File: config.mk
export PLATFORM = sky130hd
export DESIGN_NAME = echo_cancel_scheduler_flat
export DESIGN_NICKNAME = d
export VERILOG_FILES = /design/src/rtl/echo_cancel_scheduler_if.sv /design/src/rtl/echo_cancel_scheduler.sv /design/src/flat_wrapper.sv
export SDC_FILE = /design/constraint.sdc
export NUM_CORES = 1
export LEC_CHECK = 0
export CORE_MARGIN = 2
export CORE_UTILIZATION = 49
export CTS_CLUSTER_DIAMETER = 30
export DETAILED_ROUTE_END_ITERATION = 7
export GPL_ROUTABILITY_DRIVEN = 0
export GPL_TIMING_DRIVEN = 0
export HOLD_SLACK_MARGIN = 0.02
export PLACE_DENSITY = 0.8
export SLEW_MARGIN = 20
export SYNTH_ARGS = -nofsm -noshare
export SYNTH_HDL_FRONTEND = slang
export SYNTH_SLANG_ARGS = --single-unit
export TNS_END_PERCENT = 50
File: constraint.sdc
create_clock -name clk_operation -period 2.15 [get_ports clk_operation]
set_input_delay 0.3225 -clock clk_operation [delete_from_list [all_inputs] [get_ports clk_operation]]
set_output_delay 0.3225 -clock clk_operation [all_outputs]
set_load 0.005 [all_outputs]
File: src/rtl/echo_cancel_scheduler_if.sv
// Start/done handshake bundle between the frame scheduler and its four datapath engines.
interface echo_cancel_scheduler_if;
  logic conv_start;
  logic conv_done;
  logic adapt_start;
  logic adapt_done;
  logic cancel_start;
  logic cancel_done;
  logic out_start;
  logic out_done;

  modport master (
    output conv_start, adapt_start, cancel_start, out_start,
    input  conv_done, adapt_done, cancel_done, out_done
  );

  modport slave (
    input  conv_start, adapt_start, cancel_start, out_start,
    output conv_done, adapt_done, cancel_done, out_done
  );
endinterface

File: src/rtl/echo_cancel_scheduler.sv
// Per-frame sequencer stepping each channel through convert/adapt/cancel/output
// using start/done handshakes, with a per-stage watchdog and sticky error flags.
module echo_cancel_scheduler #(
  parameter int NUM_CH  = 2,
  parameter int CNT_W   = 13,
  parameter int ITER_W  = 13,
  parameter int TIMEOUT = 1023,
  localparam int CH_W   = (NUM_CH > 1) ? $clog2(NUM_CH) : 1,
  localparam int WD_W   = $clog2(TIMEOUT + 1)
) (
  input  logic                  clk_operation,
  input  logic                  rst,
  input  logic                  enable,
  input  logic [CNT_W-1:0]      sampling_cycle_counter,
  input  logic [ITER_W-1:0]     set_max_iteration,
  input  logic [1:0]            mode,
  input  logic                  err_clr,
  echo_cancel_scheduler_if.master hs,
  output logic [CH_W-1:0]       ch_sel,
  output logic [1:0]            out_sel,
  output logic                  adapting,
  output logic                  busy,
  output logic                  frame_done,
  output logic [ITER_W-1:0]     iteration,
  output logic                  timeout_err,
  output logic                  overrun_err
);

  typedef enum logic [2:0] {IDLE, CONV, ADAPT, CANCEL, OUTPUT, NEXT} state_t;

  localparam logic [1:0] MODE_AUTO   = 2'b00;
  localparam logic [1:0] MODE_FORCE  = 2'b01;
  localparam logic [1:0] MODE_BYPASS = 2'b11;

  state_t          state;
  state_t          adv_state;
  logic [1:0]      mode_q;
  logic            stage_first;
  logic [WD_W-1:0] wdog;
  logic            conv_start_q, adapt_start_q, cancel_start_q, out_start_q;
  logic            trigger, last_ch, adapt_now, stage_done;

  assign hs.conv_start   = conv_start_q;
  assign hs.adapt_start  = adapt_start_q;
  assign hs.cancel_start = cancel_start_q;
  assign hs.out_start    = out_start_q;
  assign busy            = (state != IDLE);

  // Stage routing depends only on the mode and adapt decision latched at trigger.
  always_comb begin
    trigger    = enable && (sampling_cycle_counter == '0);
    last_ch    = (ch_sel == CH_W'(NUM_CH - 1));
    adapt_now  = (mode == MODE_FORCE) ||
                 ((mode == MODE_AUTO) && (iteration < set_max_iteration));
    stage_done = 1'b0;
    adv_state  = IDLE;
    case (state)
      CONV: begin
        stage_done = hs.conv_done;
        adv_state  = (mode_q == MODE_BYPASS) ? OUTPUT : (adapting ? ADAPT : CANCEL);
      end
      ADAPT: begin
        stage_done = hs.adapt_done;
        adv_state  = CANCEL;
      end
      CANCEL: begin
        stage_done = hs.cancel_done;
        adv_state  = OUTPUT;
      end
      OUTPUT: begin
        stage_done = hs.out_done;
        adv_state  = NEXT;
      end
      default: ;
    endcase
  end

  always_ff @(posedge clk_operation) begin
    if (rst) begin
      state          <= IDLE;
      mode_q         <= MODE_AUTO;
      stage_first    <= 1'b0;
      wdog           <= '0;
      conv_start_q   <= 1'b0;
      adapt_start_q  <= 1'b0;
      cancel_start_q <= 1'b0;
      out_start_q    <= 1'b0;
      ch_sel         <= '0;
      out_sel        <= 2'd0;
      adapting       <= 1'b0;
      frame_done     <= 1'b0;
      iteration      <= '0;
      timeout_err    <= 1'b0;
      overrun_err    <= 1'b0;
    end else begin
      conv_start_q   <= 1'b0;
      adapt_start_q  <= 1'b0;
      cancel_start_q <= 1'b0;
      out_start_q    <= 1'b0;
      frame_done     <= 1'b0;
      // Clears come first so a simultaneous error event overrides them.
      if (err_clr) begin
        timeout_err <= 1'b0;
        overrun_err <= 1'b0;
      end
      if (trigger && (state != IDLE))
        overrun_err <= 1'b1;
      case (state)
        IDLE: begin
          if (trigger) begin
            state        <= CONV;
            conv_start_q <= 1'b1;
            stage_first  <= 1'b1;
            wdog         <= '0;
            ch_sel       <= '0;
            mode_q       <= mode;
            adapting     <= adapt_now;
            out_sel      <= adapt_now ? 2'd0 : ((mode == MODE_BYPASS) ? 2'd2 : 2'd1);
          end
        end
        CONV, ADAPT, CANCEL, OUTPUT: begin
          // A done seen during the start cycle belongs to a previous request.
          if (!stage_first && stage_done) begin
            state          <= adv_state;
            stage_first    <= (adv_state != NEXT);
            wdog           <= '0;
            adapt_start_q  <= (adv_state == ADAPT);
            cancel_start_q <= (adv_state == CANCEL);
            out_start_q    <= (adv_state == OUTPUT);
            if ((state == OUTPUT) && last_ch) begin
              frame_done <= 1'b1;
              if (adapting && (iteration != '1))
                iteration <= iteration + ITER_W'(1);
            end
          end else if (!stage_first && (wdog == WD_W'(TIMEOUT))) begin
            timeout_err <= 1'b1;
            state       <= IDLE;
            stage_first <= 1'b0;
            adapting    <= 1'b0;
            ch_sel      <= '0;
          end else begin
            stage_first <= 1'b0;
            wdog        <= wdog + WD_W'(1);
          end
        end
        NEXT: begin
          if (!last_ch) begin
            ch_sel       <= ch_sel + CH_W'(1);
            state        <= CONV;
            conv_start_q <= 1'b1;
            stage_first  <= 1'b1;
            wdog         <= '0;
          end else begin
            state    <= IDLE;
            ch_sel   <= '0;
            adapting <= 1'b0;
          end
        end
        default: state <= IDLE;
      endcase
    end
  end

endmodule

File: src/flat_wrapper.sv
// flat-port wrapper written by rule: the top's interface ports become plain ports
module echo_cancel_scheduler_flat 
#(
  parameter int NUM_CH  = 2,
  parameter int CNT_W   = 13,
  parameter int ITER_W  = 13,
  parameter int TIMEOUT = 1023,
  localparam int CH_W   = (NUM_CH > 1) ? $clog2(NUM_CH) : 1,
  localparam int WD_W   = $clog2(TIMEOUT + 1)
)
  (clk_operation, rst, enable, sampling_cycle_counter, set_max_iteration, mode, err_clr, ch_sel, out_sel, adapting, busy, frame_done, iteration, timeout_err, overrun_err, hs_conv_start, hs_adapt_start, hs_cancel_start, hs_out_start, hs_conv_done, hs_adapt_done, hs_cancel_done, hs_out_done);
  echo_cancel_scheduler_if hs_i ();
  input  logic clk_operation;
  input  logic rst;
  input  logic enable;
  input  logic [CNT_W-1:0] sampling_cycle_counter;
  input  logic [ITER_W-1:0] set_max_iteration;
  input  logic [1:0] mode;
  input  logic err_clr;
  output logic [CH_W-1:0] ch_sel;
  output logic [1:0] out_sel;
  output logic adapting;
  output logic busy;
  output logic frame_done;
  output logic [ITER_W-1:0] iteration;
  output logic timeout_err;
  output logic overrun_err;
  output wire logic [$bits(hs_i.conv_start)-1:0] hs_conv_start;
  output wire logic [$bits(hs_i.adapt_start)-1:0] hs_adapt_start;
  output wire logic [$bits(hs_i.cancel_start)-1:0] hs_cancel_start;
  output wire logic [$bits(hs_i.out_start)-1:0] hs_out_start;
  input wire logic [$bits(hs_i.conv_done)-1:0] hs_conv_done;
  input wire logic [$bits(hs_i.adapt_done)-1:0] hs_adapt_done;
  input wire logic [$bits(hs_i.cancel_done)-1:0] hs_cancel_done;
  input wire logic [$bits(hs_i.out_done)-1:0] hs_out_done;
  assign hs_conv_start = hs_i.conv_start;
  assign hs_adapt_start = hs_i.adapt_start;
  assign hs_cancel_start = hs_i.cancel_start;
  assign hs_out_start = hs_i.out_start;
  assign hs_i.conv_done = hs_conv_done;
  assign hs_i.adapt_done = hs_adapt_done;
  assign hs_i.cancel_done = hs_cancel_done;
  assign hs_i.out_done = hs_out_done;
  echo_cancel_scheduler #(.NUM_CH(NUM_CH), .CNT_W(CNT_W), .ITER_W(ITER_W), .TIMEOUT(TIMEOUT)) u_core (.clk_operation(clk_operation), .rst(rst), .enable(enable), .sampling_cycle_counter(sampling_cycle_counter), .set_max_iteration(set_max_iteration), .mode(mode), .err_clr(err_clr), .hs(hs_i), .ch_sel(ch_sel), .out_sel(out_sel), .adapting(adapting), .busy(busy), .frame_done(frame_done), .iteration(iteration), .timeout_err(timeout_err), .overrun_err(overrun_err));
endmodule
Word-level counts from Yosys, hierarchy flattened:

Cells that the tools add are included.

* add/subtract/negate cells: 3
* magnitude comparators: 1
* equality and inequality tests: 21
* muxes and demuxes: 38
* bitwise gates (word level): 2
* reductions and logical operators: 24

Operator list (count)
* $mux W10: 4
* $pmux W10 S3: 1
* $mux W1: 20
* $add A13 B1 Y13 const B: 1
* $logic_not A13 Y1: 1
* $lt A13 B13 Y1: 1
* $ne A13 B13 Y1 const B: 1
* $eq A3 B2 Y1 const B: 4
* $mux W3: 4
* $pmux W3 S4: 1
* $reduce_and A4 Y1: 3
* $add A10 B1 Y10 const B: 1
* $eq A10 B10 Y1 const B: 1
* $eq A3 B3 Y1 const B: 3
* $pmux W1 S3: 3
* $pmux W3 S3: 1
* $logic_and A1 B1 Y1: 7
* $ne A2 B1 Y1 const B: 3
* $reduce_bool A3 Y1: 2
* $reduce_and A5 Y1: 1
* $eq A2 B2 Y1 const B: 2
* $mux W2: 2
* $ne A2 B2 Y1 const B: 2
* $pmux W1 S4: 1
* 17 further kinds: 19

* flip-flop bits (word level): 40
* input port bits: 36

Longest topological paths before layout:

* depth in word-level cells: 6
* depth in mapped cells: 8
* gate-level depth less buffers: 8

Least setup slack after synthesis:

No wires, ideal clock.

* path type: register -> register
* from: reg u_core.wdog[0]
* to: reg u_core.adapting
* library setup time: 116 ps
* arrival: 1861 ps
* data required time: 2034 ps
* setup slack: 173 ps
* cell stages (with the launch flop): 8
* period minus slack after synthesis: 1977 ps
* cell sequence: dfxtp_1 ha_1 nand3_2 nor4_4 o22ai_2 nor4_4 a21oi_1 a41o_1

* longest elaborated chain between the ends: 4

RTL lines
* start: declaration: RTL line echo_cancel_scheduler.sv:39 `logic [WD_W-1:0] wdog;`
* start signal: assignment: RTL line echo_cancel_scheduler.sv:143 `wdog <= wdog + WD_W'(1);`
* $eq A10 B10 Y1: RTL line echo_cancel_scheduler.sv:135 `end else if (!stage_first && (wdog == WD_W'(TIMEOUT))) begin`
* $logic_and A1 B1 Y1: RTL line echo_cancel_scheduler.sv:135
* $ne A2 B1 Y1 (no line)
* $reduce_and A5 Y1 (no line)
* end signal: assignment: RTL line echo_cancel_scheduler.sv:117 `adapting <= adapt_now;`
* end: declaration: RTL line echo_cancel_scheduler.sv:21 `output logic adapting,`

Every way passes these cells.
A chain may end at the register's enable or synchronous reset.

Final worst setup path:

* from: reg u_core.state[0]
* to: reg u_core.iteration[9]

* longest elaborated chain between the ends: 4
* elaborated cells on any way between the ends: 9

RTL lines
* start: declaration: RTL line echo_cancel_scheduler.sv:35 `state_t state;`
* start signal: assignment: RTL line echo_cancel_scheduler.sv:124 `state <= adv_state;`
* $eq A3 B3 Y1, or another cell as far along: RTL line echo_cancel_scheduler.sv:57, echo_cancel_scheduler.sv:108, echo_cancel_scheduler.sv:130
* $pmux W1 S4: RTL line echo_cancel_scheduler.sv:57 `case (state)`
* $logic_and A1 B1 Y1: RTL line echo_cancel_scheduler.sv:123 `if (!stage_first && stage_done) begin`
* $reduce_and A4 Y1 (no line) *
* end signal: assignment: RTL line echo_cancel_scheduler.sv:133 `iteration <= iteration + ITER_W'(1);`
* end: declaration: RTL line echo_cancel_scheduler.sv:24 `output logic [ITER_W-1:0] iteration,`

Every way passes the cells marked *; elsewhere a longest branch is shown, timed or not.

==> results.sh <==
export IMPL_wl_per_cell_microns=14.30
export IMPL_placed_cell_area_sq_um=3017
export IMPL_critPathCaptureType="register"
export IMPL_reg2reg_from="u_core.state[0]$_SDFFE_PP0P_"
export IMPL_totalPowerFinal_mw=1.523
export IMPL_clk_insertion_delay_late_ps=300
export IMPL_fin_nets=410
export IMPL_path_max_fanout=10
export IMPL_grt_overflow=0
export IMPL_num_io_pins=61
export IMPL_start_util_pct=50.39
export IMPL_synth_yosys_warnings=0
export IMPL_ys_seq_area_share_pct=34.10
export IMPL_grt_use_total_pct=22.68
export IMPL_layout_drive_gt1_share_pct=10.25
export IMPL_p_int_mw=1.220
export IMPL_cts_max_level=2
export IMPL_die_h_microns=73.23
export IMPL_antenna_found_initial=0
export IMPL_vias_per_cell=5.677
export IMPL_area_growth_pct=37.61
export IMPL_path_clk_slew_ps=80
export IMPL_p_per_area_nw_per_um2=471.3
export IMPL_numCtsBuffers=5
export IMPL_clk_path_buf_depth=2
export IMPL_synthArstFlopShare_pct=0
export IMPL_synth_area_leaders="dfxtp_1 (34%), ha_1 (7.5%), a21oi_1 (6.4%)"
export IMPL_ys_flop_type="dfxtp_1"
export IMPL_io_buffers=60
export IMPL_crit_chain="buf_6 > nor3b_4 > nand4_1 > a21o_1 > nor4_1 > xnor2_1 > nor2_1"
export IMPL_finClkSkew_ps=7.746
export IMPL_fin_area_sq_um=3232
export IMPL_syn_area_sq_um=2349
export IMPL_finalCritPeriodShare_pct=99.17
export IMPL_setup_viol=0
export IMPL_peakVddDrop_mv=0.2599
export IMPL_grt_pass1_wl_microns=9446
export IMPL_design_core_area_sq_um=4661
export IMPL_hold_violations=0
export IMPL_crit_required_ps=2320
export IMPL_whs_ps=456.2
export IMPL_cts_root_buffer="clkbuf_8"
export IMPL_setup_worst_path_start="u_core.state[0]$_SDFFE_PP0P_"
export IMPL_rsz0062_at_grt="true"
export IMPL_worst_slew_pin_slew_ps=571.3
export IMPL_clock_sinks=40
export IMPL_ys_types=50
export IMPL_p_leak_nw=1.217
export IMPL_worstPathArrival_ps=2310
export IMPL_r2r_end="u_core.iteration[9]$_SDFFE_PP0P_"
export IMPL_r2r_cells=7
export IMPL_die_width_microns=73.23
export IMPL_hold_class="reg2reg"
export IMPL_cts_tree="built"
export IMPL_synth_most_common_cell="dfxtp_1"
export IMPL_routed_wl_microns=5934
export IMPL_grt_start_max_net_pins=13
export IMPL_yosysTopAreaCell="dfxtp_1"
export IMPL_synth_common_cells="dfxtp_1 (40), nor2_1 (31), a21oi_1 (30), nand2_1 (22), inv_1 (18)"
export IMPL_synth_seq_cells=40
export IMPL_pwr_share_comb_pct=7.3
export IMPL_vias=2356
export IMPL_drcViolationCount=0
export IMPL_drv_cap=0
export IMPL_post_place_ws_ps=-485.2
export IMPL_synth_edff_count=0
export IMPL_dieArea_sq_um=5363
export IMPL_drt_iter0_drc=113
export IMPL_worst_path_max_delay_cell="nor4_1"
export IMPL_seq_power_share_pct=48.6
export IMPL_crit_type="reg2reg"
export IMPL_std_cell_rows=25
export IMPL_fmax_mhz=469.0
export IMPL_crit_path_end="u_core.iteration[9]$_SDFFE_PP0P_"
export IMPL_syn_nets=339
export IMPL_first_pass_iters=4
export IMPL_synth_top_area_share_pct=34.10
export IMPL_final_core_utilization_pct=69.34
export IMPL_drv_slew=0
export IMPL_clkPwrFrac_pct=44.2
export IMPL_diodes=0
export IMPL_net_switching_power_mw=0.3029
export IMPL_postRouteAntennaNets=0
export IMPL_synthCells=289
export IMPL_r2r_slack_ps=20
export IMPL_period_minus_slack_ps=2132
export IMPL_avgSynthCellArea_sq_um=8.126
export IMPL_max_stage_delay_ps=410
export IMPL_status="complete, no violations"
export IMPL_timing_slew_headroom_pct=61.91
export IMPL_cp_start_kind="register"
export IMPL_grt_pass1_vias=2110
export IMPL_worst_slack_ps=17.94
export IMPL_switching_share_pct=19.89
export IMPL_post_dp_hpwl_microns=4296
==> final cells by class <==
class / instances / area [sq um]
clock inverters: 1 / 30.03
fillers: 361 / 1429
plain buffers: 8 / 46.29
repair buffers: 64 / 633.1
clock buffers: 7 / 96.34
well taps: 54 / 67.56
multi-input cells: 223 / 1488
inverters: 18 / 67.56
flip-flops and latches: 40 / 803.3
==> placed cells by master (no fill, tap or decap), types with 4 or more instances in the layout <==
master and count:
inv_1 17, nand3_1 11, nor4_1 5, nand2_1 22
xnor2_1 6, nand4_1 6, nor3_1 6, clkbuf_1 4
dfxtp_1 38, a21oi_1 29, nor2_1 31, o21ai_0 11
nor2b_1 9, xor2_1 6, buf_4 4, clkdlybuf4s50_1 59
clkbuf_8 7, ha_1 12, nand2b_1 13
==> routing by layer <==
metal / vias up / global-route usage, % / share of wire [%]
met5: - / 0 / 0
met4: 0 / 7.613 / 1.5
met3: 9 / 4.834 / 4.1
met2: 69 / 37.14 / 51
met1: 1107 / 29.49 / 44
li1: 1171 / - / -
==> kinds of logic (layout without fill, tap and decap cells) <==
group | after synthesis | after routing | share of synthesized area (%)
muxes | 2 | 2 | 0.8525
DFF | 40 | 40 | 34.10
and+or+nand+nor | 130 | 130 | 31.22
adders and majority gates | 14 | 14 | 7.459
xor gates and xnor gates | 12 | 12 | 4.475
AOI/OAI and AO/OA | 65 | 65 | 17.32
buffers and inverters | 26 | 98 | 4.582
==> per-stage QoR <==
| stage | TNS, ps | instances |
|---|---|---|
| 2_1_floorplan | 0 | 289 |
| 3_3_place_gp | -1448 | 403 |
| 3_5_place_dp | -1705 | 403 |
| 4_1_cts | 0 | 411 |
| 5_1_grt | -59.97 | 415 |
| 6_report | 0 | 415 |
==> state kept, by name, summed over array words and instances (netlist names) <==
name / cells
u_core.mode_q: 2
u_core.wdog: 10
u_core.overrun_err: 1
u_core.adapting: 1
u_core.stage_first: 1
u_core.iteration: 13
u_core.hs.cancel_start: 1
u_core.hs.adapt_start: 1
u_core.hs.out_start: 1
u_core.ch_sel: 1
u_core.out_sel: 2
u_core.hs.conv_start: 1
u_core.frame_done: 1
u_core.state: 3
u_core.timeout_err: 1
==> timing repair <==
action	4_1_cts	5_1_grt
setup buffers	0	4
hold buffers	0	0
pin swaps	5	6
resized for setup	4	14
endpoints found under the setup margin	3	19
==> power groups by stage <==
| stage | clock (mW) | sequential (mW) | combinational (mW) |
|---|---|---|---|
| detailed placement | 0 | 0.758 | 0.107 |
| CTS | 0.683 | 0.740 | 0.109 |
| global route | 0.709 | 0.740 | 0.122 |
| global placement | 0 | 0.758 | 0.106 |
| floorplan | 0 | 0.758 | 0.0299 |
| finish | 0.672 | 0.740 | 0.111 |
==> worst min-delay path by stage <==
stage                                             start                            end  slack, ps  cells past startpoint
after global routing      u_core.mode_q[1]$_SDFFE_PP0P_  u_core.mode_q[1]$_SDFFE_PP0P_        480                      2
after floorplan           u_core.mode_q[0]$_SDFFE_PP0P_  u_core.mode_q[0]$_SDFFE_PP0P_        430                      2
final                     u_core.mode_q[1]$_SDFFE_PP0P_  u_core.mode_q[1]$_SDFFE_PP0P_        460                      2
after CTS                 u_core.mode_q[1]$_SDFFE_PP0P_  u_core.mode_q[1]$_SDFFE_PP0P_        460                      2
after detailed placement  u_core.mode_q[1]$_SDFFE_PP0P_  u_core.mode_q[1]$_SDFFE_PP0P_        440                      2
after global placement    u_core.mode_q[1]$_SDFFE_PP0P_  u_core.mode_q[1]$_SDFFE_PP0P_        440                      2
==> worst max-delay path: cells and delay by family (launching register included) <==
family / cells / cell delay (ps)
AOI/OAI and AO/OA: 1 / 290
buffers and inverters: 1 / 150
DFF: 1 / 340
xor gates and xnor gates: 1 / 180
and+or+nand+nor: 4 / 1060
Note: power is estimated with default switching activity, not from simulation.
